`config.mk`:
```
export PLATFORM = sky130hd
export DESIGN_NAME = skip_block_subtractor
export DESIGN_NICKNAME = d
export VERILOG_FILES = /design/src/rtl/skip_block_subtractor.sv
export SDC_FILE = /design/constraint.sdc
export NUM_CORES = 1
export LEC_CHECK = 0
export BUFFER_PORTS_ARGS = -buffer_cell sky130_fd_sc_hd__buf_2
export CORE_UTILIZATION = 32
export DETAILED_ROUTE_END_ITERATION = 12
export GPL_ROUTABILITY_DRIVEN = 1
export PLACE_DENSITY = 0.54
export SYNTH_ARGS = -nofsm -noshare
export SYNTH_HDL_FRONTEND = slang
export SYNTH_SLANG_ARGS = --single-unit
```
`constraint.sdc`:
```
create_clock -name clk -period 6.8 [get_ports clk]
set_clock_uncertainty 0.05 [all_clocks]
set_input_delay 0.68 -clock clk [delete_from_list [all_inputs] [get_ports clk]]
set_output_delay 0.68 -clock clk [all_outputs]
set_load 0.005 [all_outputs]
```
`src/rtl/skip_block_subtractor.sv`:
```
// Multi-cycle subtractor: BLK bits per cycle with a per-block borrow skip, valid/ready handshake on both sides.
// Optional macro SUB_EARLY_DONE_EN finishes early once all remaining operand blocks are zero.
module skip_block_subtractor #(
  parameter int WIDTH = 16,
  parameter int BLK   = 4
) (
  input  logic             clk,
  input  logic             rst_n,
  input  logic [WIDTH-1:0] a,
  input  logic [WIDTH-1:0] b,
  input  logic             bin,
  input  logic             in_valid,
  output logic             in_ready,
  output logic [WIDTH-1:0] diff,
  output logic             bout,
  output logic             out_valid,
  input  logic             out_ready
);

  localparam int NBLK = WIDTH / BLK;
  localparam int KW   = (NBLK > 1) ? $clog2(NBLK) : 1;

  typedef enum logic [1:0] {IDLE, CALC, DONE} state_t;

  state_t           state;
  logic [WIDTH-1:0] a_r;
  logic [WIDTH-1:0] b_r;
  logic             borrow_r;
  logic [KW-1:0]    k;
  int               kk;

  logic [BLK-1:0]   blk_a;
  logic [BLK-1:0]   blk_b;
  logic [BLK-1:0]   blk_d;
  logic             ripple;
  logic             blk_p;
  logic             blk_bout;
  logic [WIDTH-1:0] diff_upd;
  logic [WIDTH-1:0] diff_fill;
  logic             early;
  logic             last;

  assign in_ready  = (state == IDLE);
  assign out_valid = (state == DONE);
  assign kk        = int'(k);
  assign last      = (k == KW'(NBLK - 1));

  // Ripple through the current block; P=1 means every bit pair is equal,
  // so the borrow-in passes straight to the block borrow-out.
  always_comb begin
    blk_a  = a_r[kk*BLK +: BLK];
    blk_b  = b_r[kk*BLK +: BLK];
    blk_d  = '0;
    ripple = borrow_r;
    for (int i = 0; i < BLK; i++) begin
      blk_d[i] = blk_a[i] ^ blk_b[i] ^ ripple;
      ripple   = (~blk_a[i] & blk_b[i]) | (~(blk_a[i] ^ blk_b[i]) & ripple);
    end
    blk_p    = &(~(blk_a ^ blk_b));
    blk_bout = blk_p ? borrow_r : ripple;
    diff_upd = diff;
    diff_upd[kk*BLK +: BLK] = blk_d;
  end

`ifdef SUB_EARLY_DONE_EN
  logic [WIDTH-1:0] hi_mask;
  // With all higher operand bits zero, the remaining difference bits are just the borrow.
  assign hi_mask   = {WIDTH{1'b1}} << ((kk + 1) * BLK);
  assign early     = (((a_r | b_r) & hi_mask) == '0);
  assign diff_fill = (diff_upd & ~hi_mask) | ({WIDTH{blk_bout}} & hi_mask);
`else
  assign early     = 1'b0;
  assign diff_fill = diff_upd;
`endif

  always_ff @(posedge clk or negedge rst_n) begin
    if (!rst_n) begin
      state    <= IDLE;
      a_r      <= '0;
      b_r      <= '0;
      borrow_r <= 1'b0;
      k        <= '0;
      diff     <= '0;
      bout     <= 1'b0;
    end else begin
      case (state)
        IDLE: begin
          if (in_valid) begin
            a_r      <= a;
            b_r      <= b;
            borrow_r <= bin;
            k        <= '0;
            state    <= CALC;
          end
        end
        CALC: begin
          diff     <= diff_fill;
          borrow_r <= blk_bout;
          k        <= k + 1'b1;
          if (last || early) begin
            bout  <= blk_bout;
            state <= DONE;
          end
        end
        DONE: begin
          if (out_ready) state <= IDLE;
        end
        default: state <= IDLE;
      endcase
    end
  end

endmodule
```
; ---- Word level (Yosys, flattened, before mapping)
; Index checks and enable logic that the tools add are counted.
[word_totals]
ff_bits = 54
inputBits = 37
word_cells = 66
[classes]
add_sub_neg = 2
n_eq_ne = 6
n_shift = 4
muxes = 10
bitwise = 30
n_reduce_logical = 7
[op_table]
columns = operator, n
row1 = negation 4 -> 33 bit, 1
row2 = "variable shift 4 x 33 -> 16 bit, first input constant", 1
row3 = variable part select 4 x 33 -> 16 bit, 1
row4 = variable part select 16 x 5 -> 4 bit, 2
row5 = bitwise mux 16 bit, 1
row6 = bitwise AND 1 bit, 8
row7 = two-way mux 2 bit, 4
row8 = NOT 1 bit, 8
row9 = XOR 1 bit, 8
row10 = case mux 2 bit (3 select lines), 1
row11 = AND reduction 2 bit, 3
row12 = "equality test 2 bit, second input constant", 2
row13 = "!= test 2 bit, second input constant", 2
row14 = NOT 4 bit, 1
row15 = bitwise OR 1 bit, 4
row16 = case mux 2 bit (2 select lines), 1
row17 = AND reduction 4 bit, 1
row18 = XOR 4 bit, 1
row19 = AND reduction 3 bit, 1
row20 = "adder 2 x 1 -> 2 bit, second input constant", 1
row21 = "equality test 2 x 1 -> 1 bit, second input constant", 1
row22 = zero test 2 bit, 1
row23 = two-way mux 1 bit, 2
row24 = "!= test 2 x 1 -> 1 bit, second input constant", 1
row25 = other kinds (2), 2

; ---- Longest topological paths before layout
; Gate-level depths: netlist of run 1.
[depth]
ltp_word = 13
mapped_depth = 11
ltp_nobuf = 10

; ---- Worst setup path before layout of run 1
; OpenSTA, ideal clock, no wires.
[synth_timing]
path_kind = reg-to-reg
start = reg k[0]
end = reg diff[11]
setup_ps = 110
arrival_time_ps = 3067
t_required_ps = 6640
setup_slack_ps = 3573
path_stages_with_launch = 11
n_path_buf = 1
synth_period_minus_slack_ps = 3227
path_cell_list = dfrtp_1 -> buf_6 -> mux4_2 -> inv_1 -> fa_1 -> inv_1 -> fa_1 -> fa_1 -> inv_1 -> fa_1 -> o41ai_1
[synth_via]
elab_chain_len = 12
word_cells_on_any_way = 29
[synth_rtl]
columns = element, line
row1 = from (decl), 29  ; logic [KW-1:0] k;
row2 = from (signal assigned), 99  ; k <= k + 1'b1;
row3 = variable part select 16 x 5 -> 4 bit (on tied branches), "51, 52"
row4 = XOR 1 bit, "56, 57"
row5 = NOT 1 bit, 57  ; ripple = (~blk_a[i] & blk_b[i]) | (~(blk_a[i] ^ blk_b[i]) & ripple);
row6 = bitwise AND 1 bit, 57
row7 = bitwise OR 1 bit, 57
row8 = bitwise AND 1 bit, 57
row9 = bitwise OR 1 bit, 57
row10 = bitwise AND 1 bit, 57
row11 = bitwise OR 1 bit, 57
row12 = XOR 1 bit, 56  ; blk_d[i] = blk_a[i] ^ blk_b[i] ^ ripple;
row13 = variable part select 4 x 33 -> 16 bit, 62  ; diff_upd[kk*BLK +: BLK] = blk_d;
row14 = bitwise mux 16 bit (*), 62
row15 = to (signal assigned), 97  ; diff <= diff_fill;
row16 = to (decl), 14  ; output logic [WIDTH-1:0] diff,
; Mark *: on every way between the ends. The rest lies on a longest branch, timed or not.
; A chain may end at the register's enable or synchronous reset.

; ---- Worst setup path in the final report of run 1
[layout_timing]
start = reg k[0]
end = reg diff[15]
; Same word-level chain as after synthesis.

==> results of run 1 <==
==> stage by stage <==
stage	cells	worst slack (ps)	hold WS, ps	total power, mW	cell area [um^2]
2_1_floorplan	187	3570	334	1.17	2600
3_3_place_gp	337	3230	408	1.39	2970
3_5_place_dp	337	3200	411	1.40	2970
4_1_cts	344	3180	432	1.57	3040
5_1_grt	344	2980	442	1.69	3040
6_report	344	3240	423	1.54	3040
==> worst max-delay path by stage <==
stage,startpoint,end,slack [ps],cells after the start
2_1_floorplan,k[0],diff[11],3570,10
3_3_place_gp,k[0],diff[15],3230,9
3_5_place_dp,k[0],diff[7],3200,9
4_1_cts,k[0],diff[15],3180,9
5_1_grt,k[0],diff[11],2980,9
6_report,k[0],diff[15],3240,9
==> routing by layer <==
metal	share of wire	global-route usage	wire length [um]	vias up
met4	0.014	0.0430	69	0
met5	0	0	0	-
met1	0.50	0.193	2530	786
met2	0.44	0.190	2230	39
met3	0.042	0.0307	212	7
li1	-	-	-	778
==> placed cells by master (no fill, tap or decap), types with 2 or more instances in the layout <==
master | netlist | routed
sky130_fd_sc_hd__buf_2 | 1 | 55
sky130_fd_sc_hd__dfrtp_1 | 54 | 54
sky130_fd_sc_hd__mux2_1 | 27 | 27
sky130_fd_sc_hd__nand2_1 | 17 | 17
sky130_fd_sc_hd__inv_1 | 10 | 10
sky130_fd_sc_hd__ha_1 | 10 | 10
sky130_fd_sc_hd__mux4_2 | 8 | 8
sky130_fd_sc_hd__o31ai_1 | 7 | 7
sky130_fd_sc_hd__o41ai_1 | 6 | 6
sky130_fd_sc_hd__mux2_2 | 5 | 5
sky130_fd_sc_hd__clkbuf_8 | 0 | 5
sky130_fd_sc_hd__nand2b_1 | 4 | 4
sky130_fd_sc_hd__fa_1 | 4 | 4
sky130_fd_sc_hd__nand3b_1 | 3 | 3
sky130_fd_sc_hd__a22o_1 | 3 | 3
sky130_fd_sc_hd__nor2b_1 | 2 | 2
sky130_fd_sc_hd__mux2i_1 | 2 | 2
sky130_fd_sc_hd__o21ai_2 | 2 | 2
sky130_fd_sc_hd__clkbuf_1 | 1 | 2
sky130_fd_sc_hd__buf_4 | 5 | 2
==> worst register-to-register path, stage by stage, from the launching register on <==
cell	delay, ps
sky130_fd_sc_hd__dfrtp_1	840
sky130_fd_sc_hd__mux4_2	590
sky130_fd_sc_hd__inv_1	110
sky130_fd_sc_hd__fa_1	170
sky130_fd_sc_hd__inv_1	50
sky130_fd_sc_hd__fa_1	370
sky130_fd_sc_hd__fa_1	370
sky130_fd_sc_hd__inv_1	70
sky130_fd_sc_hd__fa_1	480
sky130_fd_sc_hd__o41ai_1	360
==> cell families after synthesis <==
group | count (synthesis)
flip-flops | 54
AND/OR/NAND/NOR | 34
buffers and inverters | 20
AO/OA/AOI/OAI | 23
adder cells (fa/ha/maj) | 14
multiplexers | 42
==> power by group <==
group	internal [mW]	switching, mW
Sequential	0.470	0.123
Clock	0.0712	0.0960
Combinational	0.376	0.401
Total	0.917	0.621
==> state kept, by name, indices dropped and copies added, names as in the netlist <==
name,count
a_r,16
b_r,16
borrow_r,1
bout,1
diff,16
k,2
state,2
==> layout make-up <==
class | count | area [um^2] | area share
timing repair buffer | 57 | 290 | 0.0954
inverter | 11 | 41.3 | 0.0136
clock buffer | 7 | 76.3 | 0.0251
tap | 102 | 128 | 0.0419
multi-input combinational | 113 | 1160 | 0.380
sequential | 54 | 1350 | 0.444
==> cells in the mapped netlist, drive strengths merged <==
cell | number | area (um^2)
dfrtp | 54 | 1350
mux2 | 32 | 360
nand2 | 17 | 63.8
inv | 11 | 41.3
ha | 10 | 125
buf | 8 | 57.6
mux4 | 8 | 180
o31ai | 7 | 52.6
o41ai | 6 | 52.6
fa | 4 | 80.1
nand2b | 4 | 25.0
nand3b | 4 | 42.5
a22o | 3 | 26.3
o21ai | 3 | 22.5
mux2i | 2 | 20.0
nor2b | 2 | 12.5
a21oi | 1 | 5.00
a221o | 1 | 10.0
a31oi | 1 | 6.26
and3 | 1 | 6.26
clkbuf | 1 | 3.75
nand4 | 1 | 6.26
nor2 | 1 | 3.75
nor3b | 1 | 12.5
nor4b | 1 | 8.76
o21bai | 1 | 7.51
or3 | 1 | 6.26
or4b | 1 | 13.8
==> reports/summary.json, run 1 <==
{
  "power": {
    "peakVddDrop_uv": 157,
    "leakage_nw": 1.43,
    "cellPowerDensity_nw_per_um2": 505
  },
  "logic_synthesis": {
    "synthesized_instance_count": 187,
    "post_synthesis_cell_type_count": 35,
    "synth.yosys.warnings": 0,
    "synth-compound-area-share": 0.0702,
    "synth_top_family_by_area": "multiplexers",
    "post_synth_and_or_nand_nor_area_fraction": 0.0774,
    "synth_area_um2": 2600,
    "synth-xor-area-share": 0,
    "seq_area_frac_synth": 0.519,
    "synthAdderAreaFrac": 0.0788,
    "synth.mux.area_fraction": 0.215,
    "synth_fp_nets": 238,
    "synthesis.area_per_instance_um2": 13.9,
    "ys_ff_latch": 54
  },
  "min_path": {
    "hold-path-cell-count": 2,
    "holdCritPathClass": "register to register",
    "hp-start": "diff[9]",
    "hold-path-endpoint": "diff[9]"
  },
  "outcome": {
    "run_status": "complete, no violations"
  },
  "sta": {
    "final-hold-violation-count": 0,
    "clock.fmax_mhz": 281,
    "finalMaxSlewViolations": 0,
    "finalCritPeriodShare": 0.524,
    "totalNegativeSetupSlack_ps": 0,
    "period_minus_slack_ps": 3560,
    "finalSetupViolCount": 0,
    "max-slew-margin-rel": 0.498,
    "grt_setup_unrepaired": "false",
    "worstMarginPinSlew_ps": 753
  },
  "global_routing": {
    "grt_max_degree": 55,
    "groute.usage.overall": 0.132,
    "antenna_found_initial": 0,
    "grt_pass1_vias": 1654,
    "globalRouteOverflowTotal": 0,
    "grt_first_pass_wirelength_um": 8600
  },
  "worst_setup_path": {
    "critical_path_required_ps": 6940,
    "path_class": "register to register",
    "rr_worst_depth": 9,
    "critical_path.cell_chain": "mux4_2 -> inv_1 -> fa_1 -> inv_1 -> fa_1 -> fa_1 -> inv_1 -> fa_1 -> o41ai_1",
    "cp_max_fo": 17,
    "rr_endpoint": "diff[15]",
    "arrival_ps": 3710,
    "cp_common_cell": "sky130_fd_sc_hd__fa_1",
    "timing.reg2reg.setup_slack_ps": 3240,
    "critical_path_buf_inv_count": 3,
    "crit_path_max_incr_delay_ps": 840,
    "critPathTopFamily": "adder cells",
    "crit-reg2reg-launch": "k[0]",
    "critPathSlowestCell": "sky130_fd_sc_hd__dfrtp_1",
    "element_type_at_the_critical_path_end": "register",
    "startpoint_kind_of_the_worst_setup_timing_path": "register"
  },
  "floorplan": {
    "core_um2": 7810,
    "die_x_um": 92.2,
    "floorplan.io_pins": 56,
    "fp.dieArea_um2": 8500,
    "die_h_um": 92.2,
    "floorplan.rows": 32,
    "initial_core_util": 0.333
  },
  "detailed_routing": {
    "detail-route-antenna-nets": 0,
    "drt-vias-per-instance": 4.68,
    "wl_um": 5030,
    "post-route-drc-count": 0,
    "num_vias": 1610,
    "routedWlPerCell_um": 14.6,
    "initialDrtViolationCount": 39,
    "drt_pre_antenna_iters": 4
  },
  "placement": {
    "routabilityCongestion": 0.794,
    "dp.final_hpwl_um": 3710,
    "port_buffers": 55
  },
  "finish": {
    "utilization": 0.390,
    "post_route_cells_drive_above_1_share": 0.335,
    "nNetsFinal": 293,
    "areaGrowthSynthToFinish_pct": 16.9,
    "antennaDiodeCount": 0,
    "fillCellCount": 787
  },
  "run": {
    "timing.max_cap.violations": 0
  },
  "clocking": {
    "h-tree-depth": 2,
    "post_cts_setup_inserts": 0,
    "cts-hold-fix-buffers": 0,
    "cts.clk_slew.worst_paths_ps": 90,
    "cts.sink_count": 54,
    "clkLatencyLatePin_ps": 300,
    "cts_tree": "yes",
    "tritoncts_buffers": 5,
    "clk_path_buf_depth": 2,
    "clock_tree.root_cell": "sky130_fd_sc_hd__clkbuf_8",
    "cts_resized": 0
  }
}
Note: power is estimated with default switching activity, not from simulation.
==> inputs of run 2 (changes only) <==
==> constraint.sdc (replaced) <==
create_clock -name clk -period 3.6 [get_ports clk]
set_clock_uncertainty 0.05 [all_clocks]
set_input_delay 0.36 -clock clk [delete_from_list [all_inputs] [get_ports clk]]
set_output_delay 0.36 -clock clk [all_outputs]
set_load 0.005 [all_outputs]
==> reports/summary.json, run 2 (synthesis gave the netlist of run 1 again) <==
{
  "power": {
    "cellPowerDensity": {"value": 955, "unit": "nW/um^2", "change": "+89%"},
    "peakVddDrop": {"value": 301, "unit": "uV", "change": "+92%"},
    "leakage": {"value": 1.44, "unit": "nW", "change": "+0.69%"},
    "total_switching_power": {"value": 1.18, "unit": "mW", "change": "+89%"},
    "power.share.switching": {"value": 0.402, "change": "-0.00116"},
    "comb_power_share": {"value": 0.528, "change": "+0.023"},
    "power.clock.fraction": {"value": 0.109, "change": "about the same"},
    "sequentialPowerShare": {"value": 0.364, "change": "-0.022"},
    "internal_power": {"value": 1.75, "unit": "mW", "change": "+90%"}
  },
  "finish": {
    "post_route_cells_drive_above_1_share": {"value": 0.340, "change": "+0.00545"},
    "areaGrowthSynthToFinish_pct": 17.4,
    "final_cell_mix": "55 x sky130_fd_sc_hd__buf_2, 54 x sky130_fd_sc_hd__dfrtp_1, 27 x sky130_fd_sc_hd__mux2_1, 17 x sky130_fd_sc_hd__nand2_1",
    "layout_commonest_cell": "sky130_fd_sc_hd__buf_2",
    "biggestRegsByFlops": "a_r (16), b_r (16), diff (16)",
    "stdcell_area": {"value": 3060, "unit": "um^2", "change": "+0.49%"},
    "antennaDiodeCount": {"value": 0, "change": "unchanged"},
    "nNetsFinal": {"value": 295, "change": "+0.68%"}
  },
  "clocking": {
    "cts_tree": "yes",
    "cts-hold-fix-buffers": {"value": 0, "change": "unchanged"},
    "cts.sink_count": {"value": 54, "change": "unchanged"},
    "clock_tree.root_cell": "sky130_fd_sc_hd__clkbuf_8",
    "cts.clk_slew.worst_paths": {"value": 90, "unit": "ps", "change": "about the same"},
    "h-tree-depth": {"value": 2, "change": "unchanged"},
    "post_cts_setup_inserts": {"value": 0, "change": "unchanged"},
    "cts_resized": {"value": 0, "change": "unchanged"},
    "tritoncts_buffers": {"value": 5, "change": "unchanged"},
    "clkLatencyLatePin": {"value": 300, "unit": "ps", "change": "about the same"},
    "clk_path_buf_depth": {"value": 2, "change": "unchanged"}
  },
  "detailed_routing": {
    "detail-route-antenna-nets": {"value": 0, "change": "unchanged"},
    "initialDrtViolationCount": {"value": 50, "change": "+28%"},
    "drt_pre_antenna_iters": {"value": 4, "change": "unchanged"},
    "num_vias": {"value": 1650, "change": "+2.5%"},
    "post-route-drc-count": {"value": 0, "change": "unchanged"},
    "wl": {"value": 5010, "unit": "um", "change": "-0.54%"},
    "drt-vias-per-instance": {"value": 4.77, "change": "+1.9%"},
    "routedWlPerCell": {"value": 14.5, "unit": "um", "change": "-1.1%"}
  },
  "worst_setup_path": {
    "critical_path.cell_chain": "buf_4 -> mux4_2 -> fa_1 -> fa_1 -> inv_1 -> fa_1 -> o41ai_1",
    "critPathSlowestCell": "sky130_fd_sc_hd__mux4_2",
    "cp_common_cell": "sky130_fd_sc_hd__fa_1",
    "element_type_at_the_critical_path_end": "register",
    "critical_path_required": {"value": 3750, "unit": "ps", "change": "-3190 ps"},
    "cp_max_fo": {"value": 16, "change": "-1"},
    "path_class": "register to register",
    "crit_path_max_incr_delay": {"value": 580, "unit": "ps", "change": "-260 ps"},
    "arrival": {"value": 3280, "unit": "ps", "change": "-430 ps"},
    "startpoint_kind_of_the_worst_setup_timing_path": "register",
    "critPathTopFamily": "adder cells",
    "critical_path_buf_inv_count": {"value": 2, "change": "-1"}
  },
  "min_path": {
    "holdCritPathClass": "input pin to async pin"
  },
  "placement": {
    "port_buffers": {"value": 55, "change": "unchanged"},
    "routabilityCongestion": {"value": 0.771, "change": "-2.9%"},
    "placed_area": {"value": 2980, "unit": "um^2", "change": "+0.51%"},
    "dp.final_hpwl": {"value": 3760, "unit": "um", "change": "+1.2%"}
  },
  "run": {
    "timing.max_cap.violations": {"value": 0, "change": "unchanged"}
  },
  "sta": {
    "max-slew-margin-rel": {"value": 0.308, "change": "-0.190"},
    "grt_setup_unrepaired": "false",
    "finalCritPeriodShare": {"value": 0.871, "change": "+0.348"},
    "clock.fmax": {"value": 319, "unit": "MHz", "change": "+14%"},
    "period_minus_slack": {"value": 3140, "unit": "ps", "change": "-425 ps"},
    "final-hold-violation-count": {"value": 0, "change": "unchanged"},
    "totalNegativeSetupSlack": {"value": 0, "unit": "ps", "change": "unchanged"},
    "finalMaxSlewViolations": {"value": 0, "change": "unchanged"},
    "finalSetupViolCount": {"value": 0, "change": "unchanged"},
    "worstMarginPinSlew": {"value": 1040, "unit": "ps", "change": "+286 ps"}
  },
  "global_routing": {
    "grt_max_degree": {"value": 47, "change": "-15%"},
    "grt_pass1_vias": {"value": 1657, "change": "+0.18%"},
    "grt_first_pass_wirelength": {"value": 8390, "unit": "um", "change": "-2.4%"},
    "groute.usage.overall": {"value": 0.128, "change": "-0.00318"},
    "antenna_found_initial": {"value": 0, "change": "unchanged"},
    "globalRouteOverflowTotal": {"value": 0, "change": "unchanged"}
  },
  "floorplan": {
    "die_h": {"value": 92.2, "unit": "um", "change": "unchanged"},
    "die_x": {"value": 92.2, "unit": "um", "change": "unchanged"},
    "initial_core_util": {"value": 0.333, "change": "unchanged"},
    "fp.dieArea": {"value": 8500, "unit": "um^2", "change": "unchanged"},
    "core": {"value": 7810, "unit": "um^2", "change": "unchanged"},
    "floorplan.io_pins": {"value": 56, "change": "unchanged"},
    "floorplan.rows": {"value": 32, "change": "unchanged"}
  },
  "outcome": {
    "run_status": "complete, no violations"
  }
}
[run 2: cell types whose count changed in the layout (fill, tap and decap cells not counted)]
| cell | before | now |
|---|---|---|
| sky130_fd_sc_hd__buf_4 | 2 | 4 |
[run 2: path summary, 6_finish.rpt]
kind,endpoint,start,cells past startpoint,slack [ps]
max,diff[7],k[0],7,460
min in group clk,b_r[13],b[13],2,210
min reg2reg,diff[6],diff[6],2,420
max reg2reg,diff[7],k[0],7,460
max in group asynchronous,b_r[7],rst_n,2,2600
min,diff[9],rst_n,1,180
[run 2: final cells by class]
| type | count | area [um^2] |
|---|---|---|
| Fill cell | 776 | 4750 |
| Inverter | 11 | 41.3 |
| Tap cell | 102 | 128 |
| Clock buffer | 7 | 76.3 |
| Timing Repair Buffer | 59 | 305 |
| Sequential cell | 54 | 1350 |
| Multi-Input combinational cell | 113 | 1160 |
[run 2: metal layers]
layer	routed length [um]	part of all wire	vias up	track usage
met3	181	0.036	8	0.0274
met1	2490	0.50	813	0.186
met2	2260	0.45	41	0.190
met5	0	0	-	0
met4	74	0.015	0	0.0430
li1	-	-	788	-
[run 2: metrics by stage]
stage	util	power [mW]	worst slack (ps)	instances	hold slack (ps)
after global routing	0.392	3.19	266	346	212
final	0.392	2.92	464	346	183
after floorplan	-	2.20	373	187	14.4
after CTS	0.392	2.98	412	346	206
after detailed placement	0.382	2.65	460	339	413
after global placement	0.382	2.65	517	339	410
[run 2: worst reg2reg max path, delay by kind of cell, from the launching register on]
family	cells	cell delay (ps)
buffers and inverters	2	340
adders and majority gates	3	1290
DFF	1	390
muxes	1	580
AOI/OAI and AO/OA	1	380
[run 2: power groups by stage]
stage	logic, mW	clock network (mW)	registers (mW)
2_1_floorplan	1.18	0	1.02
3_3_place_gp	1.57	0	1.08
3_5_place_dp	1.57	0	1.08
4_1_cts	1.58	0.333	1.07
5_1_grt	1.73	0.355	1.10
6_report	1.54	0.318	1.06
==> inputs of run 3 (changes only) <==
--- a/config.mk
+++ b/config.mk
@@ -9,7 +9,7 @@
 export CORE_UTILIZATION = 32
 export DETAILED_ROUTE_END_ITERATION = 12
 export GPL_ROUTABILITY_DRIVEN = 1
-export PLACE_DENSITY = 0.54
+export PLACE_DENSITY = 0.56
 export SYNTH_ARGS = -nofsm -noshare
 export SYNTH_HDL_FRONTEND = slang
 export SYNTH_SLANG_ARGS = --single-unit
==> constraint.sdc (replaced) <==
create_clock -name clk -period 2.62 [get_ports clk]
set_clock_uncertainty 0.05 [all_clocks]
set_input_delay 0.262 -clock clk [delete_from_list [all_inputs] [get_ports clk]]
set_output_delay 0.262 -clock clk [all_outputs]
set_load 0.005 [all_outputs]
==> reports/summary.json, run 3 (synthesis gave the netlist of run 1 again) <==
{
  "outcome": {
    "run_status": "finished, violations left",
    "violations": "setup timing"
  },
  "worst_setup_path": {
    "critPathTopFamily": "adder cells",
    "crit_start": "k[0]",
    "path_class": "register to register",
    "rr_endpoint": "diff[7]",
    "crit_path_end": "diff[7]",
    "rr_worst_depth": {"value": 9, "change": "+2"},
    "critPathSlowestCell": "sky130_fd_sc_hd__mux4_2",
    "crit_path_max_incr_delay": {"value": 510, "unit": "ps", "change": "-70 ps"},
    "arrival": {"value": 2950, "unit": "ps", "change": "-330 ps"},
    "element_type_at_the_critical_path_end": "register",
    "critical_path_buf_inv_count": {"value": 3, "change": "+1"},
    "path_depth": {"value": 9, "change": "+2"},
    "crit-reg2reg-launch": "k[0]",
    "startpoint_kind_of_the_worst_setup_timing_path": "register",
    "critical_path_required": {"value": 2770, "unit": "ps", "change": "-980 ps"},
    "critical_path.cell_chain": "mux4_2 -> inv_2 -> fa_2 -> inv_2 -> fa_2 -> fa_2 -> inv_2 -> fa_2 -> o41ai_2",
    "timing.reg2reg.setup_slack": {"value": -180, "unit": "ps", "change": "-650 ps"},
    "cp_common_cell": "sky130_fd_sc_hd__fa_2",
    "cp_max_fo": {"value": 4, "change": "-12"}
  },
  "power": {
    "power.clock.fraction": {"value": 0.103, "change": "-0.006"},
    "total_switching_power": {"value": 1.86, "unit": "mW", "change": "+58%"},
    "comb_power_share": {"value": 0.585, "change": "+0.057"},
    "leakage": {"value": 1.53, "unit": "nW", "change": "+6.1%"},
    "internal_power": {"value": 2.86, "unit": "mW", "change": "+64%"},
    "sequentialPowerShare": {"value": 0.313, "change": "-0.051"},
    "power.share.switching": {"value": 0.395, "change": "-0.00757"},
    "peakVddDrop": {"value": 614, "unit": "uV", "change": "+100%"},
    "cellPowerDensity": {"value": 1460, "unit": "nW/um^2", "change": "+52%"}
  },
  "finish": {
    "utilization": {"value": 0.415, "change": "+0.0232"},
    "final_cell_mix": "55 x sky130_fd_sc_hd__buf_2, 53 x sky130_fd_sc_hd__dfrtp_1, 27 x sky130_fd_sc_hd__mux2_1, 17 x sky130_fd_sc_hd__nand2_1, 14 x sky130_fd_sc_hd__buf_4",
    "post_route_cells_drive_above_1_share": {"value": 0.430, "change": "+0.0901"},
    "stdcell_area": {"value": 3240, "unit": "um^2", "change": "+5.9%"},
    "nNetsFinal": {"value": 308, "change": "+4.4%"},
    "biggestRegsByFlops": "a_r (16), b_r (16), diff (16)",
    "areaGrowthSynthToFinish_pct": 24.4,
    "antennaDiodeCount": {"value": 0, "change": "unchanged"},
    "layout_commonest_cell": "sky130_fd_sc_hd__buf_2"
  },
  "global_routing": {
    "met2_grt_util": {"value": 0.218, "change": "+0.0280"},
    "grt_max_degree": {"value": 38, "change": "-19%"},
    "grt.met1_usage": {"value": 0.177, "change": "-0.00895"},
    "groute.usage.overall": {"value": 0.133, "change": "+0.00501"},
    "antenna_found_initial": {"value": 0, "change": "unchanged"},
    "grt_first_pass_wirelength": {"value": 8690, "unit": "um", "change": "+3.5%"},
    "globalRoute.busiestLayer": "met2",
    "globalRouteOverflowTotal": {"value": 0, "change": "unchanged"},
    "grt_pass1_vias": {"value": 1729, "change": "+4.3%"},
    "grt_util_met3": {"value": 0.0348, "change": "+0.00746"}
  },
  "detailed_routing": {
    "drt-vias-per-instance": {"value": 4.69, "change": "-1.6%"},
    "detail-route-antenna-nets": {"value": 0, "change": "unchanged"},
    "drt_pre_antenna_iters": {"value": 4, "change": "unchanged"},
    "initialDrtViolationCount": {"value": 51, "change": "+2.0%"},
    "wl": {"value": 5300, "unit": "um", "change": "+5.8%"},
    "post-route-drc-count": {"value": 0, "change": "unchanged"},
    "routedWlPerCell": {"value": 14.7, "unit": "um", "change": "+1.7%"},
    "num_vias": {"value": 1690, "change": "+2.4%"}
  },
  "sta": {
    "final-hold-violation-count": {"value": 0, "change": "unchanged"},
    "worstMarginPinSlew": {"value": 664, "unit": "ps", "change": "-374 ps"},
    "finalSetupViolCount": {"value": 6, "change": "+6"},
    "period_minus_slack": {"value": 2800, "unit": "ps", "change": "-334 ps"},
    "postLayoutSetupSlackWorst": {"value": -182, "unit": "ps", "change": "-646 ps"},
    "totalNegativeSetupSlack": {"value": -843, "unit": "ps", "change": "-843 ps"},
    "grt_setup_unrepaired": "true",
    "clock.fmax": {"value": 357, "unit": "MHz", "change": "+12%"},
    "finalMaxSlewViolations": {"value": 0, "change": "unchanged"},
    "finalCritPeriodShare": {"value": 1.07, "change": "+0.198"},
    "max-slew-margin-rel": {"value": 0.557, "change": "+0.249"}
  },
  "placement": {
    "port_buffers": {"value": 55, "change": "unchanged"},
    "placed_area": {"value": 3050, "unit": "um^2", "change": "+2.1%"},
    "dp.final_hpwl": {"value": 3920, "unit": "um", "change": "+4.3%"},
    "routabilityCongestion": {"value": 0.755, "change": "-2.1%"}
  },
  "clocking": {
    "cts_tree": "yes",
    "h-tree-depth": {"value": 2, "change": "unchanged"},
    "cts.sink_count": {"value": 54, "change": "unchanged"},
    "clock_tree.root_cell": "sky130_fd_sc_hd__clkbuf_8",
    "cts.clk_slew.worst_paths": {"value": 90, "unit": "ps", "change": "about the same"},
    "clk_path_buf_depth": {"value": 2, "change": "unchanged"},
    "clkLatencyLatePin": {"value": 300, "unit": "ps", "change": "about the same"},
    "tritoncts_buffers": {"value": 5, "change": "unchanged"}
  },
  "floorplan": {
    "core": {"value": 7810, "unit": "um^2", "change": "unchanged"},
    "die_h": {"value": 92.2, "unit": "um", "change": "unchanged"},
    "fp.dieArea": {"value": 8500, "unit": "um^2", "change": "unchanged"},
    "initial_core_util": {"value": 0.333, "change": "unchanged"},
    "die_x": {"value": 92.2, "unit": "um", "change": "unchanged"},
    "floorplan.rows": {"value": 32, "change": "unchanged"},
    "floorplan.io_pins": {"value": 56, "change": "unchanged"}
  },
  "min_path": {
    "holdCritPathClass": "input pin to register"
  },
  "run": {
    "timing.max_cap.violations": {"value": 0, "change": "unchanged"}
  }
}
## run 3: area by class of cell
type                            instances  area (um^2)
Fill cell                             758         4570
Sequential cell                        54         1350
Multi-Input combinational cell        113         1200
Timing Repair Buffer                   72          422
Tap cell                              102          128
Clock buffer                            7         86.3
Inverter                               11         41.3
Clock inverter                          1         5.00
## run 3: power by group through the flow
stage	registers [mW]	logic (mW)	clock network [mW]
after global placement	1.49	2.35	0
after detailed placement	1.50	2.36	0
after global routing	1.53	3.04	0.534
final	1.47	2.76	0.485
after floorplan	1.41	1.65	0
after CTS	1.48	2.48	0.490
## run 3: what timing repair did
item                                   in CTS  in global routing
hold buffers                                1                  0
setup endpoints to repair                   6                  9
buffers inserted                            1                  5
pin swaps                                   1                  2
endpoints found under the hold margin      27                  0
resized for setup                           4                  6
cloned                                      0                  0
## run 3: per-layer routing
metal | wire, um | part of all wire
met5 | 0 | 0
met4 | 36 | 0.0068
met3 | 229 | 0.043
met2 | 2600 | 0.49
met1 | 2440 | 0.46
## run 3: worst min-delay path by stage
stage	from	end	slack [ps]	cells after the start
final	a[10]	a_r[10]	120	2
after global routing	a[6]	a_r[6]	110	2
after global placement	rst_n	diff[9]	290	1
after floorplan	rst_n	a_r[0]	-80	0
after detailed placement	rst_n	diff[10]	280	1
after CTS	a[10]	a_r[10]	110	2
## run 3: stage by stage
step | worst slack [ps] | hold slack (ps) | total power, mW | cells
CTS | -203 | 114 | 4.45 | 355
finish | -182 | 120 | 4.72 | 360
global route | -284 | 111 | 5.10 | 360
floorplan | -334 | -83.6 | 3.06 | 187
detailed placement | -261 | 282 | 3.87 | 345
global placement | -200 | 291 | 3.84 | 345
## run 3: worst register-to-register path: cells and delay by family, from the launching register on
kind,cells,cell delay (ps)
flops,1,400
buf+inv,3,190
fa+ha+maj,4,1340
mux,1,510
compound gates,1,210
